==> config.mk <==
export PLATFORM = sky130hd
export DESIGN_NAME = fetch_unit_flat
export DESIGN_NICKNAME = d
export VERILOG_FILES = /design/src/rtl/riscv_pkg.sv /design/src/rtl/fetch_unit_if.sv /design/src/rtl/fetch_fifo.sv /design/src/rtl/fetch_unit.sv /design/src/flat_wrapper.sv
export SDC_FILE = /design/constraint.sdc
export NUM_CORES = 1
export LEC_CHECK = 0
export ABC_AREA = 1
export CAP_MARGIN = 20
export CORE_UTILIZATION = 49
export DETAILED_ROUTE_END_ITERATION = 7
export PLACE_DENSITY = 0.77
export RECOVER_POWER = 50
export SLEW_MARGIN = 0
export SYNTH_ARGS = -nofsm -noshare
export SYNTH_HDL_FRONTEND = slang
export SYNTH_HIERARCHICAL = 1
export SYNTH_SLANG_ARGS = --single-unit
==> constraint.sdc <==
create_clock -name I_clk -period 2.65 [get_ports I_clk]
set_clock_uncertainty 0.2 [all_clocks]
set_input_delay 0.265 -clock I_clk [delete_from_list [all_inputs] [get_ports I_clk]]
set_output_delay 0.265 -clock I_clk [all_outputs]
set_load 0.02 [all_outputs]
==> src/rtl/riscv_pkg.sv <==
`default_nettype none
// ============================================================================
// Module   : riscv_pkg
// Brief    : Shared core-wide constants and the fetch packet type.
// Revision : 1.0  initial release
// ============================================================================
package riscv_pkg;

  localparam int unsigned XLEN = 32;

  // addi x0, x0, 0
  localparam logic [XLEN-1:0] INSTR_NOP = 32'h0000_0013;

  localparam logic [XLEN-1:0] RESET_PC_DEFAULT = 32'h0000_0000;

  // One fetched instruction together with the address it came from
  typedef struct packed {
    logic [XLEN-1:0] pc;
    logic [XLEN-1:0] instr;
  } fetch_pkt_t;

endpackage
`default_nettype wire

==> src/rtl/fetch_unit_if.sv <==
`default_nettype none
// ============================================================================
// Module   : fetch_unit_if
// Brief    : Redirect, instruction-memory and decode-handshake bundle of the
//            fetch stage. master = fetch unit, slave = its environment.
// Revision : 1.0  initial release
// ============================================================================
interface fetch_unit_if;
  import riscv_pkg::*;

  logic            I_redirect;
  logic [XLEN-1:0] I_redirect_pc;
  logic [XLEN-1:0] O_imem_addr;
  logic [XLEN-1:0] I_imem_data;
  logic            O_valid;
  logic            I_ready;
  logic [XLEN-1:0] O_instr;
  logic [XLEN-1:0] O_pc;

  modport master (
    input  I_redirect, I_redirect_pc, I_imem_data, I_ready,
    output O_imem_addr, O_valid, O_instr, O_pc
  );

  modport slave (
    output I_redirect, I_redirect_pc, I_imem_data, I_ready,
    input  O_imem_addr, O_valid, O_instr, O_pc
  );

endinterface
`default_nettype wire

==> src/rtl/fetch_fifo.sv <==
`default_nettype none
// ============================================================================
// Module   : fetch_fifo
// Brief    : Two-entry synchronous FIFO of fetch packets with flush.
//            Flush wins over push and pop in the same cycle.
// Revision : 1.0  initial release
// ============================================================================
module fetch_fifo
  import riscv_pkg::*;
(
  input  wire logic       I_clk,
  input  wire logic       I_rst_n,
  input  wire logic       I_push,
  input  wire fetch_pkt_t I_push_pkt,
  input  wire logic       I_pop,
  input  wire logic       I_flush,
  output logic [1:0]      O_count,
  output fetch_pkt_t      O_head
);

  fetch_pkt_t r_mem [2];
  logic       r_rd_ptr;
  logic       r_wr_ptr;
  logic [1:0] r_count;

  logic       w_do_pop;
  logic       w_do_push;

  // Guard against popping an empty FIFO or pushing a full one without a pop
  assign w_do_pop  = I_pop && (r_count != 2'd0);
  assign w_do_push = I_push && ((r_count != 2'd2) || w_do_pop);

  // Storage, pointers and occupancy
  always_ff @(posedge I_clk or negedge I_rst_n) begin
    if (!I_rst_n) begin
      r_rd_ptr <= 1'b0;
      r_wr_ptr <= 1'b0;
      r_count  <= 2'd0;
      r_mem[0] <= '0;
      r_mem[1] <= '0;
    end else if (I_flush) begin
      r_rd_ptr <= 1'b0;
      r_wr_ptr <= 1'b0;
      r_count  <= 2'd0;
    end else begin
      if (w_do_push) begin
        r_mem[r_wr_ptr] <= I_push_pkt;
        r_wr_ptr        <= ~r_wr_ptr;
      end
      if (w_do_pop) begin
        r_rd_ptr <= ~r_rd_ptr;
      end
      case ({w_do_push, w_do_pop})
        2'b10:   r_count <= r_count + 2'd1;
        2'b01:   r_count <= r_count - 2'd1;
        default: r_count <= r_count;
      endcase
    end
  end

  assign O_count = r_count;
  assign O_head  = r_mem[r_rd_ptr];

endmodule
`default_nettype wire

==> src/rtl/fetch_unit.sv <==
`default_nettype none
// ============================================================================
// Module   : fetch_unit
// Brief    : Instruction fetch stage. Owns the PC, issues one read per cycle
//            to a one-cycle-latency instruction memory while room remains in
//            the 2-entry output buffer, and flushes on redirect.
// Revision : 1.0  initial release
// ============================================================================
module fetch_unit
  import riscv_pkg::*;
#(
  parameter logic [XLEN-1:0] RESET_PC = RESET_PC_DEFAULT
) (
  input  wire logic     I_clk,
  input  wire logic     I_rst_n,
  fetch_unit_if.master  bus
);

  logic [XLEN-1:0] r_pc;
  logic            r_inflight;
  logic [XLEN-1:0] r_inflight_pc;

  logic [1:0]      w_count;
  fetch_pkt_t      w_head;
  fetch_pkt_t      w_push_pkt;
  logic            w_valid;
  logic            w_pop;
  logic            w_push;
  logic            w_issue;
  logic [2:0]      w_occupancy;

  assign w_valid = (w_count != 2'd0);
  assign w_pop   = w_valid & bus.I_ready;

  // Slots committed after this edge: buffered minus leaving, plus the read
  // returning next cycle, plus the one we would issue now. Never exceed 2.
  assign w_occupancy = {1'b0, w_count} + {2'b00, r_inflight} + 3'd1 - {2'b00, w_pop};
  assign w_issue     = !bus.I_redirect && (w_occupancy <= 3'd2);

  // Data returning from last cycle's read is dropped if a redirect arrives now
  assign w_push        = r_inflight && !bus.I_redirect;
  assign w_push_pkt.pc    = r_inflight_pc;
  assign w_push_pkt.instr = bus.I_imem_data;

  // Program counter and outstanding-read tracking; redirect overrides issue
  always_ff @(posedge I_clk or negedge I_rst_n) begin
    if (!I_rst_n) begin
      r_pc          <= RESET_PC;
      r_inflight    <= 1'b0;
      r_inflight_pc <= '0;
    end else if (bus.I_redirect) begin
      r_pc       <= bus.I_redirect_pc & ~XLEN'(3);
      r_inflight <= 1'b0;
    end else begin
      r_inflight <= w_issue;
      if (w_issue) begin
        r_pc          <= r_pc + XLEN'(4);
        r_inflight_pc <= r_pc;
      end
    end
  end

  fetch_fifo u_fifo (
    .I_clk      (I_clk),
    .I_rst_n    (I_rst_n),
    .I_push     (w_push),
    .I_push_pkt (w_push_pkt),
    .I_pop      (w_pop),
    .I_flush    (bus.I_redirect),
    .O_count    (w_count),
    .O_head     (w_head)
  );

  assign bus.O_imem_addr = r_pc;
  assign bus.O_valid     = w_valid;
  assign bus.O_instr     = w_valid ? w_head.instr : INSTR_NOP;
  assign bus.O_pc        = w_valid ? w_head.pc : '0;

endmodule
`default_nettype wire

==> src/flat_wrapper.sv <==
// flat-port wrapper written by rule: the top's interface ports become plain ports
module fetch_unit_flat import riscv_pkg::*;
#(
  parameter logic [XLEN-1:0] RESET_PC = RESET_PC_DEFAULT
)
  (I_clk, I_rst_n, bus_I_redirect, bus_I_redirect_pc, bus_I_imem_data, bus_I_ready, bus_O_imem_addr, bus_O_valid, bus_O_instr, bus_O_pc);
  fetch_unit_if bus_i ();
  input  wire logic I_clk;
  input  wire logic I_rst_n;
  input wire logic [$bits(bus_i.I_redirect)-1:0] bus_I_redirect;
  input wire logic [$bits(bus_i.I_redirect_pc)-1:0] bus_I_redirect_pc;
  input wire logic [$bits(bus_i.I_imem_data)-1:0] bus_I_imem_data;
  input wire logic [$bits(bus_i.I_ready)-1:0] bus_I_ready;
  output wire logic [$bits(bus_i.O_imem_addr)-1:0] bus_O_imem_addr;
  output wire logic [$bits(bus_i.O_valid)-1:0] bus_O_valid;
  output wire logic [$bits(bus_i.O_instr)-1:0] bus_O_instr;
  output wire logic [$bits(bus_i.O_pc)-1:0] bus_O_pc;
  assign bus_i.I_redirect = bus_I_redirect;
  assign bus_i.I_redirect_pc = bus_I_redirect_pc;
  assign bus_i.I_imem_data = bus_I_imem_data;
  assign bus_i.I_ready = bus_I_ready;
  assign bus_O_imem_addr = bus_i.O_imem_addr;
  assign bus_O_valid = bus_i.O_valid;
  assign bus_O_instr = bus_i.O_instr;
  assign bus_O_pc = bus_i.O_pc;
  fetch_unit #(.RESET_PC(RESET_PC)) u_core (.I_clk(I_clk), .I_rst_n(I_rst_n), .bus(bus_i));
endmodule
# Word level (Yosys, flattened, before mapping)
# Cells that the tools add are included.
# word_totals
ff_bits	197
inputBits	68
out_inout_bits	97
wordCells	60
# op_classes
addsub	6
order_cmp	4
n_eq_ne	3
mux	17
n_bitwise	6
n_reduce_logical	14
# op_table
operator	count
2-to-1 mux 64 bit	4
bitwise mux 128 bit	1
2-to-1 mux 32 bit	4
demux 64 bit (select 1 bit)	1
adder 32 x 3 -> 32 bit, second input constant	1
nonzero test 2 bit	4
logical AND 1 bit	5
2-to-1 mux 1 bit	5
greater-or-equal comparator 2 bit, second input constant	2
inverter 1 -> 2 bit	2
one-hot mux 2 bit (2 select lines)	1
AND reduction 2 bit	2
adder 2 x 1 -> 3 bit	1
adder 3 x 1 -> 3 bit, second input constant	1
less-or-equal comparator 3 x 2 -> 1 bit, second input constant	1
inverter 1 bit	3
nonzero test 3 bit	1
subtractor 3 x 1 -> 3 bit	1
adder 2 x 1 -> 2 bit, second input constant	1
equality test 2 x 1 -> 1 bit, second input constant	1
equality test 2 bit, second input constant	1
less-than comparator 2 x 1 -> 1 bit, second input constant	1
2-to-1 mux 2 bit	1
!= test 2 bit, second input constant	1
other kinds (4)	4

# Logic depth before layout (Yosys ltp)
# depth
ltp_word	8
depth_mapped	16
mapped_depth_nobuf	13

# Modules after synthesis
# Netlist, hierarchy kept.
# by_module_without_submodules
module	n_inst	cells_per_inst	area_each_um2	seq_area_each_um2
fetch_fifo	1	721	6237.2	3303.2
fetch_unit	1	614	3963.8	1526.5

# Worst setup path before layout
# OpenSTA, ideal clock, no wires.
# synth_timing
kind	register to register
from	register u_core.u_fifo.r_count[1], in the netlist u_core/u_fifo/O_count[1]
to	register u_core.r_pc[19], in the netlist u_core/bus.O_imem_addr[19]
setup_ns	0.128
arrival_ns	2.247
t_required_ns	2.322
path_slack_ns	0.076
path_stages_with_launch	14
path_buffers	3
synth_period_minus_slack_ns	2.574
path_cell_list	dfrtp_1 -> nor2_1 -> buf_2 -> nor2_1 -> fa_1 -> ha_1 -> nand3_1 -> nand2_1 -> nand2_1 -> buf_2 -> buf_4 -> nor2_1 -> o21ai_0 -> nand3b_1
# synth_via
elab_chain_len	6
word_cells_on_any_way	8
classes_between	3 x add/sub; 1 x order compare; 1 x bitwise; 3 x reduce/logical
# synth_rtl
item	line_no	rtl
start: declaration	fetch_fifo.sv:24	logic [1:0] r_count;
start signal: assignment	fetch_fifo.sv:54	2'b10: r_count <= r_count + 2'd1;
start signal: assignment	fetch_fifo.sv:55	2'b01: r_count <= r_count - 2'd1;
start signal: assignment	fetch_fifo.sv:56	default: r_count <= r_count;
nonzero test 2 bit	fetch_unit.sv:32	assign w_valid = (w_count != 2'd0);
AND 1 bit	fetch_unit.sv:33	assign w_pop = w_valid & bus.I_ready;
via u_core.w_pop	fetch_unit.sv:27	logic w_pop;
subtractor 3 x 1 -> 3 bit	fetch_unit.sv:37	assign w_occupancy = {1'b0, w_count} + {2'b00, r_inflight} + 3'd1 - {2'b00, w_pop};
less-or-equal comparator 3 x 2 -> 1 bit	fetch_unit.sv:38	assign w_issue = !bus.I_redirect && (w_occupancy <= 3'd2);
logical AND 1 bit	fetch_unit.sv:38	
nonzero test 2 bit (no source line)	-	
end signal: assignment	fetch_unit.sv:52	r_pc <= bus.I_redirect_pc & ~XLEN'(3);
end signal: assignment	fetch_unit.sv:57	r_pc <= r_pc + XLEN'(4);
end: declaration	fetch_unit.sv:19	logic [XLEN-1:0] r_pc;
# The timed path passes the listed nets, and every way through them passes these cells.
# A chain may end at the register's enable or synchronous reset.

# Worst setup path in the final report
# layout_timing
from	register u_core.u_fifo.r_count[1], in the netlist u_core/u_fifo/O_count[1]
to	register u_core.r_inflight_pc[31]
# layout_via
elab_chain_len	6
word_cells_on_any_way	8
classes_between	3 x add/sub; 1 x order compare; 1 x bitwise; 3 x reduce/logical
# layout_rtl
item	line_no	rtl
nonzero test 2 bit	fetch_unit.sv:32	
AND 1 bit	fetch_unit.sv:33	
via u_core.w_pop	fetch_unit.sv:27	
subtractor 3 x 1 -> 3 bit	fetch_unit.sv:37	
less-or-equal comparator 3 x 2 -> 1 bit	fetch_unit.sv:38	
logical AND 1 bit	fetch_unit.sv:38	
AND reduction 2 bit (no source line)	-	
end signal: assignment	fetch_unit.sv:58	r_inflight_pc <= r_pc;
end: declaration	fetch_unit.sv:21	logic [XLEN-1:0] r_inflight_pc;
# The timed path passes the listed nets, and every way through them passes these cells.

==> flow_results.xml <==
<?xml version="1.0" encoding="UTF-8"?>
<metrics>
  <group name="global_route">
    <metric name="grt_start_max_net_pins" unit="">111</metric>
    <metric name="groute.usage.overall" unit="%">23.1</metric>
    <metric name="global_route.overflow_total" unit="">0</metric>
    <metric name="grt_pass1_wl" unit="µm">39800</metric>
    <metric name="antenna_violations_before_repair" unit="">0</metric>
    <metric name="first_global_vias" unit="">8085</metric>
  </group>
  <group name="setup_path">
    <metric name="regToRegStartpoint" unit="">u_core/u_fifo/O_count[1]</metric>
    <metric name="critical-path-slowest-cell" unit="">sky130_fd_sc_hd__dfrtp_1</metric>
    <metric name="cp-endpoint" unit="">u_core/r_inflight_pc[31]</metric>
    <metric name="timing_worst_setup_path_type" unit="">reg2reg</metric>
    <metric name="startpoint_type" unit="">flip-flop</metric>
    <metric name="cp_data_required_time" unit="ps">2780</metric>
    <metric name="timing.critical_path.arrival" unit="ps">2720</metric>
    <metric name="crit_path_start" unit="">u_core/u_fifo/O_count[1]</metric>
    <metric name="path_common_cell" unit="">sky130_fd_sc_hd__nor2_1</metric>
    <metric name="cp_slowest_stage_delay" unit="ps">410</metric>
    <metric name="worstPathBufferInverterCount" unit="">3</metric>
    <metric name="worst-r2r-cell-count" unit="">12</metric>
    <metric name="critical_path.endpoint_type" unit="">flip-flop</metric>
    <metric name="critical_path.cell_chain" unit="">nor2_4 &gt; nor2_1 &gt; buf_4 &gt; fa_1 &gt; ha_1 &gt; nand3_1 &gt; nand2_2 &gt; nand2_4 &gt; buf_12 &gt; nor2_1 &gt; buf_4 &gt; nor2_1</metric>
    <metric name="worstPathMaxFanout" unit="">15</metric>
    <metric name="critical_path.reg2reg.endpoint" unit="">u_core/r_inflight_pc[31]</metric>
    <metric name="rrSetupSlack" unit="ps">60</metric>
    <metric name="timing.critical_path.max_delay_family" unit="">simple AND/OR/NAND/NOR gates</metric>
    <metric name="cp_num_cells" unit="">12</metric>
  </group>
  <group name="final_layout">
    <metric name="n_fill_cell" unit="">1822</metric>
    <metric name="final_layout_size_suffix_gt1_share" unit="%">12.3</metric>
    <metric name="layout_common_cells" unit="">478 x sky130_fd_sc_hd__nand2_1, 192 x sky130_fd_sc_hd__dfrtp_1, 180 x sky130_fd_sc_hd__inv_1</metric>
    <metric name="areaGrowthSynthToFinish" unit="%">25.2</metric>
    <metric name="fin_util" unit="%">62.9</metric>
    <metric name="postLayoutCellArea" unit="µm²">12800</metric>
    <metric name="num_antenna_cells" unit="">0</metric>
    <metric name="mostFrequentLayoutCell" unit="">sky130_fd_sc_hd__nand2_1</metric>
    <metric name="final_net_count" unit="">1560</metric>
  </group>
  <group name="die">
    <metric name="core_area" unit="µm²">20300</metric>
    <metric name="die_w" unit="µm">146</metric>
    <metric name="placement_rows" unit="">52</metric>
    <metric name="initial_cell_density_of_the_core" unit="%">50.3</metric>
    <metric name="fp.dieArea" unit="µm²">21400</metric>
    <metric name="top_level_ports" unit="">165</metric>
    <metric name="fp.dieH" unit="µm">146</metric>
  </group>
  <group name="placed_design">
    <metric name="gp_congestion" unit="">0.931</metric>
    <metric name="post_place_setup_slack" unit="ps">-158</metric>
    <metric name="port_buffers" unit="">160</metric>
    <metric name="placedInstanceArea" unit="µm²">12100</metric>
    <metric name="dp.final_hpwl" unit="µm">15800</metric>
  </group>
  <group name="clock_network">
    <metric name="worst_setup_hold_path_clk_slew" unit="ps">70</metric>
    <metric name="numClockSinks" unit="">193</metric>
    <metric name="cts_tree" unit="">built</metric>
    <metric name="post-cts-setup-buffer-count" unit="">0</metric>
    <metric name="htree_levels" unit="">4</metric>
    <metric name="cts-root-to-sink-buffers" unit="">2</metric>
    <metric name="ctsRootBufferMaster" unit="">sky130_fd_sc_hd__clkbuf_16</metric>
    <metric name="cts_inserted_buffers" unit="">17</metric>
    <metric name="clk-insertion-delay-late" unit="ps">430</metric>
  </group>
  <group name="detailed_routing">
    <metric name="ant_nets" unit="">0</metric>
    <metric name="routed-via-count" unit="">8658</metric>
    <metric name="drt-pass1-iter-count" unit="">5</metric>
    <metric name="avgRoutedWirePerCell" unit="µm">13.4</metric>
    <metric name="detailedRoute.firstIterationViolations" unit="">550</metric>
    <metric name="drc" unit="">0</metric>
    <metric name="vias_per_cell" unit="">4.89</metric>
    <metric name="route.final.wire_length" unit="µm">23700</metric>
  </group>
  <group name="pwr">
    <metric name="power_leakage" unit="µW">0.00688</metric>
    <metric name="p_per_cell_area" unit="nW/µm²">1140</metric>
    <metric name="vdd_drop_max" unit="µV">701</metric>
  </group>
  <group name="status">
    <metric name="run_status" unit="">complete, but fails checks</metric>
    <metric name="violations" unit="">max-capacitance violations, max-slew violations</metric>
  </group>
  <group name="synthesis">
    <metric name="post_synth.cell_area_avg" unit="µm²">7.64</metric>
    <metric name="synth-seq-area-share" unit="%">47.3</metric>
    <metric name="netlist_instances" unit="">1335</metric>
    <metric name="synth_warnings" unit="">6</metric>
    <metric name="mappedNetlistArea" unit="µm²">10200</metric>
    <metric name="synth_cell_type_count" unit="">33</metric>
    <metric name="yosys_register_bits" unit="">193</metric>
  </group>
  <group name="timing">
    <metric name="setup_viol" unit="">0</metric>
    <metric name="timing.fmax" unit="MHz">386</metric>
    <metric name="max-slew-margin-rel" unit="%">-21.8</metric>
    <metric name="rsz0062_at_grt" unit="">yes</metric>
    <metric name="hold_viol_final" unit="">0</metric>
    <metric name="timing.final.crit_share" unit="%">97.7</metric>
    <metric name="timing_max_transition_violations_final" unit="">69</metric>
    <metric name="final.min_clock_period" unit="ps">2590</metric>
    <metric name="worst_slew_pin_slew" unit="ps">1830</metric>
    <metric name="postLayoutSetupSlackWorst" unit="ps">61.5</metric>
  </group>
  <group name="hold_path">
    <metric name="timing.hold.worst.class" unit="">in2reg</metric>
    <metric name="min_delay_path_depth" unit="">3</metric>
  </group>
  <group name="run">
    <metric name="cap_violations" unit="">1</metric>
  </group>
</metrics>
-- power by group --
part	total [µW]	switching (µW)	leakage, µW	internal [µW]
Sequential	5210	985	0.00246	4220
Combinational	6800	3990	0.00414	2810
Clock	2590	1070	0.000281	1520
-- worst register-to-register path: stages, from the launching register on --
cell and delay [ps]:
sky130_fd_sc_hd__dfrtp_1 410, sky130_fd_sc_hd__nor2_4 150, sky130_fd_sc_hd__nor2_1 60, sky130_fd_sc_hd__buf_4 150, sky130_fd_sc_hd__fa_1 400, sky130_fd_sc_hd__ha_1 300, sky130_fd_sc_hd__nand3_1 90, sky130_fd_sc_hd__nand2_2 120
sky130_fd_sc_hd__nand2_4 110, sky130_fd_sc_hd__buf_12 170, sky130_fd_sc_hd__nor2_1 140, sky130_fd_sc_hd__buf_4 140, sky130_fd_sc_hd__nor2_1 40
-- cell type report --
type | instances | area (µm²) | area share, %
tap | 270 | 338 | 2.64
clock buffer | 21 | 460 | 3.60
multi-input combinational | 889 | 4180 | 32.7
sequential | 193 | 4830 | 37.8
inverter | 189 | 712 | 5.57
clock inverter | 10 | 135 | 1.06
timing repair buffer | 198 | 2120 | 16.6
-- Yosys cell counts (all sizes together) --
master | count | share of area (%)
a21oi | 3 | 0.15
or2 | 3 | 0.18
o211ai | 6 | 0.44
inv | 189 | 7.0
ha | 3 | 0.37
clkbuf | 22 | 0.81
o221ai | 1 | 0.086
nand3b | 8 | 0.59
o21ai | 151 | 11
buf | 45 | 3.9
a31oi | 1 | 0.061
xor2 | 5 | 0.43
nor3 | 5 | 0.25
nand3 | 47 | 2.5
nor2 | 156 | 6.3
fa | 1 | 0.20
nand4 | 8 | 0.49
xnor2 | 2 | 0.17
dfrtp | 193 | 47
nand2 | 485 | 18
conb | 1 | 0.037
-- flip-flops by register name, summed over array words and instances, names as in the netlist --
register                cells
u_core/bus.O_imem_addr     30
u_core/r_inflight           1
u_core/r_inflight_pc       30
u_core/u_fifo/O_count       2
u_core/u_fifo/r_mem       128
u_core/u_fifo/r_rd_ptr      1
u_core/u_fifo/r_wr_ptr      1
-- worst min path at each step --
stage / start / slack (ps) / to
global route: bus_I_redirect_pc[5] / 210 / u_core/bus.O_imem_addr[5]
CTS: bus_I_imem_data[25] / 190 / u_core/u_fifo/r_mem[25]
global placement: I_rst_n / 100 / u_core/u_fifo/r_mem[8]
floorplan: I_rst_n / -230 / u_core/bus.O_imem_addr[10]
detailed placement: I_rst_n / 110 / u_core/u_fifo/r_mem[8]
finish: bus_I_imem_data[25] / 200 / u_core/u_fifo/r_mem[25]
-- stage by stage --
stage | hold slack, ps | total power (µW) | instances | setup TNS, ps
2_1_floorplan | -231 | 9390 | 1338 | 0
3_3_place_gp | 104 | 11900 | 1737 | -2430
3_5_place_dp | 109 | 12100 | 1737 | -4370
4_1_cts | 191 | 14700 | 1769 | 0
5_1_grt | 207 | 15700 | 1770 | -29.8
6_report | 205 | 14600 | 1770 | 0
-- logic make-up after synthesis --
logic type | Yosys count | synth area share (%)
fa+ha+maj | 4 | 0.564
simple gates | 712 | 28.3
flops | 193 | 47.3
compound gates | 162 | 11.5
xor+xnor | 7 | 0.601
other cells | 1 | 0.0368
buf+inv | 256 | 11.6
-- what timing repair did --
item	in CTS	in global routing
gates cloned	0	1
setup endpoints to repair	65	78
hold buffers	1	0
gates resized for setup	23	40
endpoints found under the hold margin	66	0
-- routing by layer --
metal | part of all wire [%] | global-route usage [%] | routed length (µm)
met1 | 47 | 33.9 | 11200
met2 | 45 | 35.0 | 10600
met3 | 6.4 | 4.41 | 1510
met4 | 1.5 | 6.56 | 365
met5 | 0 | 0 | 0
Power figures use the tool's default switching activity.
==> RTL edit 1, RTL diff (config.mk and constraints unchanged) <==
Change the package constant `XLEN` from 32 to 16.
--- a/src/rtl/riscv_pkg.sv
+++ b/src/rtl/riscv_pkg.sv
@@ -6,7 +6,7 @@
 // ============================================================================
 package riscv_pkg;
 
-  localparam int unsigned XLEN = 32;
+  localparam int unsigned XLEN = 16;
 
   // addi x0, x0, 0
   localparam logic [XLEN-1:0] INSTR_NOP = 32'h0000_0013;
Ports: changed (5 resized); port bits go from 165 to 85. No check against the original RTL was run, so the function may have changed too.
==> RTL edit 1 against the original RTL <==
  * Power is 53% lower
  * Routed wire length is 56% lower
  * Sequential power is 51% lower
  * Via count is 51% lower
  * Global-route usage is 2.9 points lower
  * Sequential cell count is 96 lower
  * First-iteration DRC count is 50% lower
  * Non-clock buffer count is 104 lower
  * Clock power is 66% lower
  * Cell count is 50% lower
  * Hold slack better by 57 ps
  * Design area is 51% lower
  * Setup slack better by 44 ps
  * Synthesized area is 49% lower
==> RTL edit 1: results (changes against the original RTL) <==
Worst setup path
  • Setup crit start: u_core/u_fifo/r_rd_ptr$_DFFE_PN0P_
  • R2r worst-path depth: 9 (-3)
  • Worst-path fanout max: 26 (+11)
  • Slowest cell on crit path: clkdlybuf4s50_1
  • R2R setup slack: 180 ps (+120 ps)
  • CP max stage delay: 630 ps (+220 ps)

Cells and area
  • FILL cells: 955 (-48%)
  • Clock network area share: 2.830% (-1.8 points)
  • Logic inverters: 99 (-48%)
  • Fin cells: 885 (-50%)
  • Nets@finish: 784 (-50%)
  • Max reg flops: 64 (-50%)
  • Syn-to-layout area delta: 20.78%
  • Multi-input gates: 443 (-50%)
  • Buffers, non-clock: 94 (-53%)
  • Multi-input gate area: 2122 um^2 (-49%)
  • Layout cells sized above 1: 12.82% (+0.48 points)

Synthesis
  • Syn Area/Cell: 7.750 um^2 (+1.4%)
  • Register area share after synthesis: 47.03% (-0.31 points)
  • Top post-synthesis cells by area: dfrtp_1, nand2_1, o21ai_2, inv_1, nor2_1
  • Post-Syn Instances: 666 (-50%)
  • Yosys cell types: 32 (-3.0%)
  • Commonest cells post-synth: nand2_1, dfrtp_1, inv_1
  • Synthesized flop and latch total: 97 (-50%)

Placed design
  • Placed Area: 6066 um^2 (-50%)
  • Detailed placement HPWL: 7.082 mm (-55%)
  • Placed Cells: 868 (-50%)
  • Final Wtd Congestion: 0.8468 (-9.1%)
  • Port bufs: 80 (-50%)

Timing
  • Final worst slack: 105.5 ps (+44.01 ps)
  • WHS: 262.0 ps (+57.38 ps)
  • Slew @ Worst Pin: 1424 ps (-403.5 ps)
  • Final Max Slew Viols: 0 (-100%)

Global route
  • Vias in the first global route: 4043 (-50%)
  • GRT Util Overall: 20.28% (-2.9 points)
  • First-pass GRT wire length: 18.07 mm (-55%)

Clocking
  • CTS resizes: 1 (-96%)
  • Worst skew pair latency: 360 ps (-70 ps)
  • Clk root buf: clkbuf_8
  • CTS Buf Count: 9 (-8)

Min path
  • Hold_sp: bus_I_redirect_pc[5]

Pwr
  • Net Switching: 2.975 mW (-51%)
  • Static leakage: 3.189 nW (-54%)
  • Sequential fraction of design power: 37.4% (+1.7 points)
  • Maximum vdd drop: 0.0004786 V (-32%)
  • Clk pwr: 877 uW (-66%)

Detailed routing
  • Drt first-iter violations: 273 (-50%)
  • Vias/cell: 4.827 (-1.3%)

Run status
  • Status: completed
[RTL edit 1: cell count changes in the layout (fill, tap and decap cells not counted), moves of 14 or more]
cell and delta:
nand2_1 -230, dfrtp_1 -95, inv_1 -89, nor2_1 -83, o21ai_2 -40, o21ai_0 -39
clkdlybuf4s50_1 -34, dlymetal6s2s_1 -27, dlygate4sd2_1 -19, nand3_1 -19, clkbuf_16 -18, buf_4 -14
[RTL edit 1: per-layer routing]
layer,share of wire (%),track usage [%],up-vias
li1,-,-,2177
met1,47,26.95,1971
met2,47,34.15,118
met3,5.4,3.868,6
met4,0.67,5.131,0
met5,0,0,-
[RTL edit 1: logic make-up after synthesis]
kind of cell             after synthesis  share of synthesized area, %
other                                  1                       0.07266
XOR/XNOR                               2                        0.3395
AO/OA/AOI/OAI                         77                         10.93
buffers and inverters                129                         11.81
adder cells (fa/ha/maj)                4                         1.115
AND/OR/NAND/NOR                      356                         28.70
flip-flops                            97                         47.03
==> RTL edit 2, RTL diff (same flow settings) <==
Without the edit above. Make the reset (`I_rst_n`) synchronous in 2 clocked blocks.
--- a/src/rtl/fetch_fifo.sv
+++ b/src/rtl/fetch_fifo.sv
@@ -31,7 +31,7 @@
   assign w_do_push = I_push && ((r_count != 2'd2) || w_do_pop);
 
   // Storage, pointers and occupancy
-  always_ff @(posedge I_clk or negedge I_rst_n) begin
+  always_ff @(posedge I_clk) begin
     if (!I_rst_n) begin
       r_rd_ptr <= 1'b0;
       r_wr_ptr <= 1'b0;
--- a/src/rtl/fetch_unit.sv
+++ b/src/rtl/fetch_unit.sv
@@ -43,7 +43,7 @@
   assign w_push_pkt.instr = bus.I_imem_data;
 
   // Program counter and outstanding-read tracking; redirect overrides issue
-  always_ff @(posedge I_clk or negedge I_rst_n) begin
+  always_ff @(posedge I_clk) begin
     if (!I_rst_n) begin
       r_pc          <= RESET_PC;
       r_inflight    <= 1'b0;
Function: differs if I_rst_n is asserted again (counterexample within 4 cycles, from zero or initial values and one cycle with I_rst_n low); with I_rst_n held inactive, the same outputs for 4 cycles.
==> RTL edit 2 against the original RTL <==
  * Setup slack barely moved
  * First-iteration DRC count fell by 41%
  * Sequential share of layout area rose by 3.5 points
  * Synthesized area fell by 2.1%
  * Sequential cell count rose by 1
  * Design area fell by 2.0%
  * Hold slack improved by 44 ps
  * Routed wire length fell by 8.2%
Power is not compared: it rests on default switching activity, and its combinational part moved more than twofold at a synthesized area within 25%.
==> RTL edit 2: results (changes against the original RTL) <==
Worst setup path
  • Reg2Reg Launch Point: u_core/u_fifo/O_count[1]$_SDFFE_PP0P_
  • Worst-path fanout max: 35 (+20)
  • Endpoint type of the worst setup path: output pin
  • Reg-to-reg endpoint: u_core/r_inflight_pc[10]$_SDFFE_PN0P_
  • Largest delay contributor family on the critical path: buffers and inverters
  • R2r worst-path depth: 14 (+2)
  • Slowest cell on crit path: clkdlybuf4s50_1
  • Critical Path End: bus_O_pc[16]
  • Data arrival, critical path: 2120 ps (-600 ps)
  • Critical path class: register to output pin
  • CP max stage delay: 570 ps (+160 ps)
  • R2R setup slack: 150 ps (+90 ps)

Synthesis
  • Top post-synthesis cells by area: edfxtp_1, dfxtp_1, nor2_1, mux2_2, inv_1
  • Yosys cell types: 40 (+21%)
  • Synth area leader: edfxtp_1
  • Asr flop ratio synth: 0% (-100 points)
  • Register area share after synthesis: 51.73% (+4.4 points)
  • Commonest cells post-synth: nor2_1, inv_1, nand2_1
  • EDFF count, synth: 128 (+128)

Run status
  • Status: completed

Global route
  • GRT Util Overall: 21.20% (-1.9 points)
  • Vias in the first global route: 7176 (-11%)
  • Largest net degree at the start of global routing: 65 (-41%)
  • First-pass GRT wire length: 34.09 mm (-14%)

Clocking
  • CTS max path bufs: 2 (unchanged)
  • CTS Buf Count: 17 (unchanged)
  • Worst-path clk slew: 70 ps (about the same)

Min path
  • WHS Endpoint: u_core/bus.O_imem_addr[5]$_SDFFE_PN0P_
  • Hold_sp: bus_I_redirect_pc[5]

Placed design
  • Placed Area: 12120 um^2 (about the same)
  • Final Wtd Congestion: 0.8800 (-5.5%)
  • Detailed placement HPWL: 14.83 mm (-6.1%)
  • Worst slack at placement: -211.1 ps (-53.03 ps)

Detailed routing
  • Drt first-iter violations: 323 (-41%)
  • Post-Route WL: 21.76 mm (-8.2%)
  • Vias/cell: 4.846 (-0.93%)

Pwr
  • Static leakage: 5.170 nW
  • Comb pwr share: 10.9%

Cells and area
  • Layout cells sized above 1: 16.69% (+4.4 points)
  • FILL cells: 1657 (-9.1%)
  • Nets@finish: 1348 (-14%)

Timing
  • Slew @ Worst Pin: 868.5 ps (-958.5 ps)
-- RTL edit 2: per-stage QoR --
stage | instances | util [%] | hold slack, ps | setup TNS (ps) | power, mW
after global placement | 1516 | 61.49 | 279.6 | -1509 | 4.246
after floorplan | 1095 | - | 222.1 | 0 | 3.896
final | 1553 | 63.47 | 249.0 | 0 | 6.772
after global routing | 1553 | 63.47 | 245.3 | 0 | 7.028
after CTS | 1548 | 64.50 | 221.4 | 0 | 6.846
after detailed placement | 1516 | 61.49 | 282.4 | -3877 | 4.265
-- RTL edit 2: timing repair --
item / in CTS / in global routing
gates cloned: 0 / 1
setup buffers: 0 / 4
gates resized for setup: 4 / 8
endpoints found under the setup margin: 9 / 17
pin swaps: 0 / 1
-- RTL edit 2: cell type report --
type	instances	area share (%)
sequential	194	41.30
multi-input combinational	658	29.10
timing repair buffer	208	16.31
inverter	196	5.899
clock buffer	20	3.489
tap	265	2.649
clock inverter	12	1.250
-- RTL edit 2: kinds of logic after synthesis --
kind of cell	Yosys count	synth area share, %
buf+inv	244	10.75
simple gates	511	25.40
fa+ha+maj	5	0.7018
other cells	1	0.03756
flops	194	51.73
xor+xnor	6	0.5263
compound gates	67	3.634
mux	64	7.218
-- RTL edit 2: layer usage --
metal	vias up	track usage [%]	share of wire (%)	wire length, um
met5	-	0	0	0
met4	0	7.313	2.0	443
met3	32	3.159	4.5	982
met2	206	37.93	50	10810
met1	3525	25.95	44	9522
li1	3763	-	-	-
-- RTL edit 2: worst min-delay path, stage by stage --
cell,delay [ps]
clkdlybuf4s50_1,410
nand2_1,70
a31oi_1,70
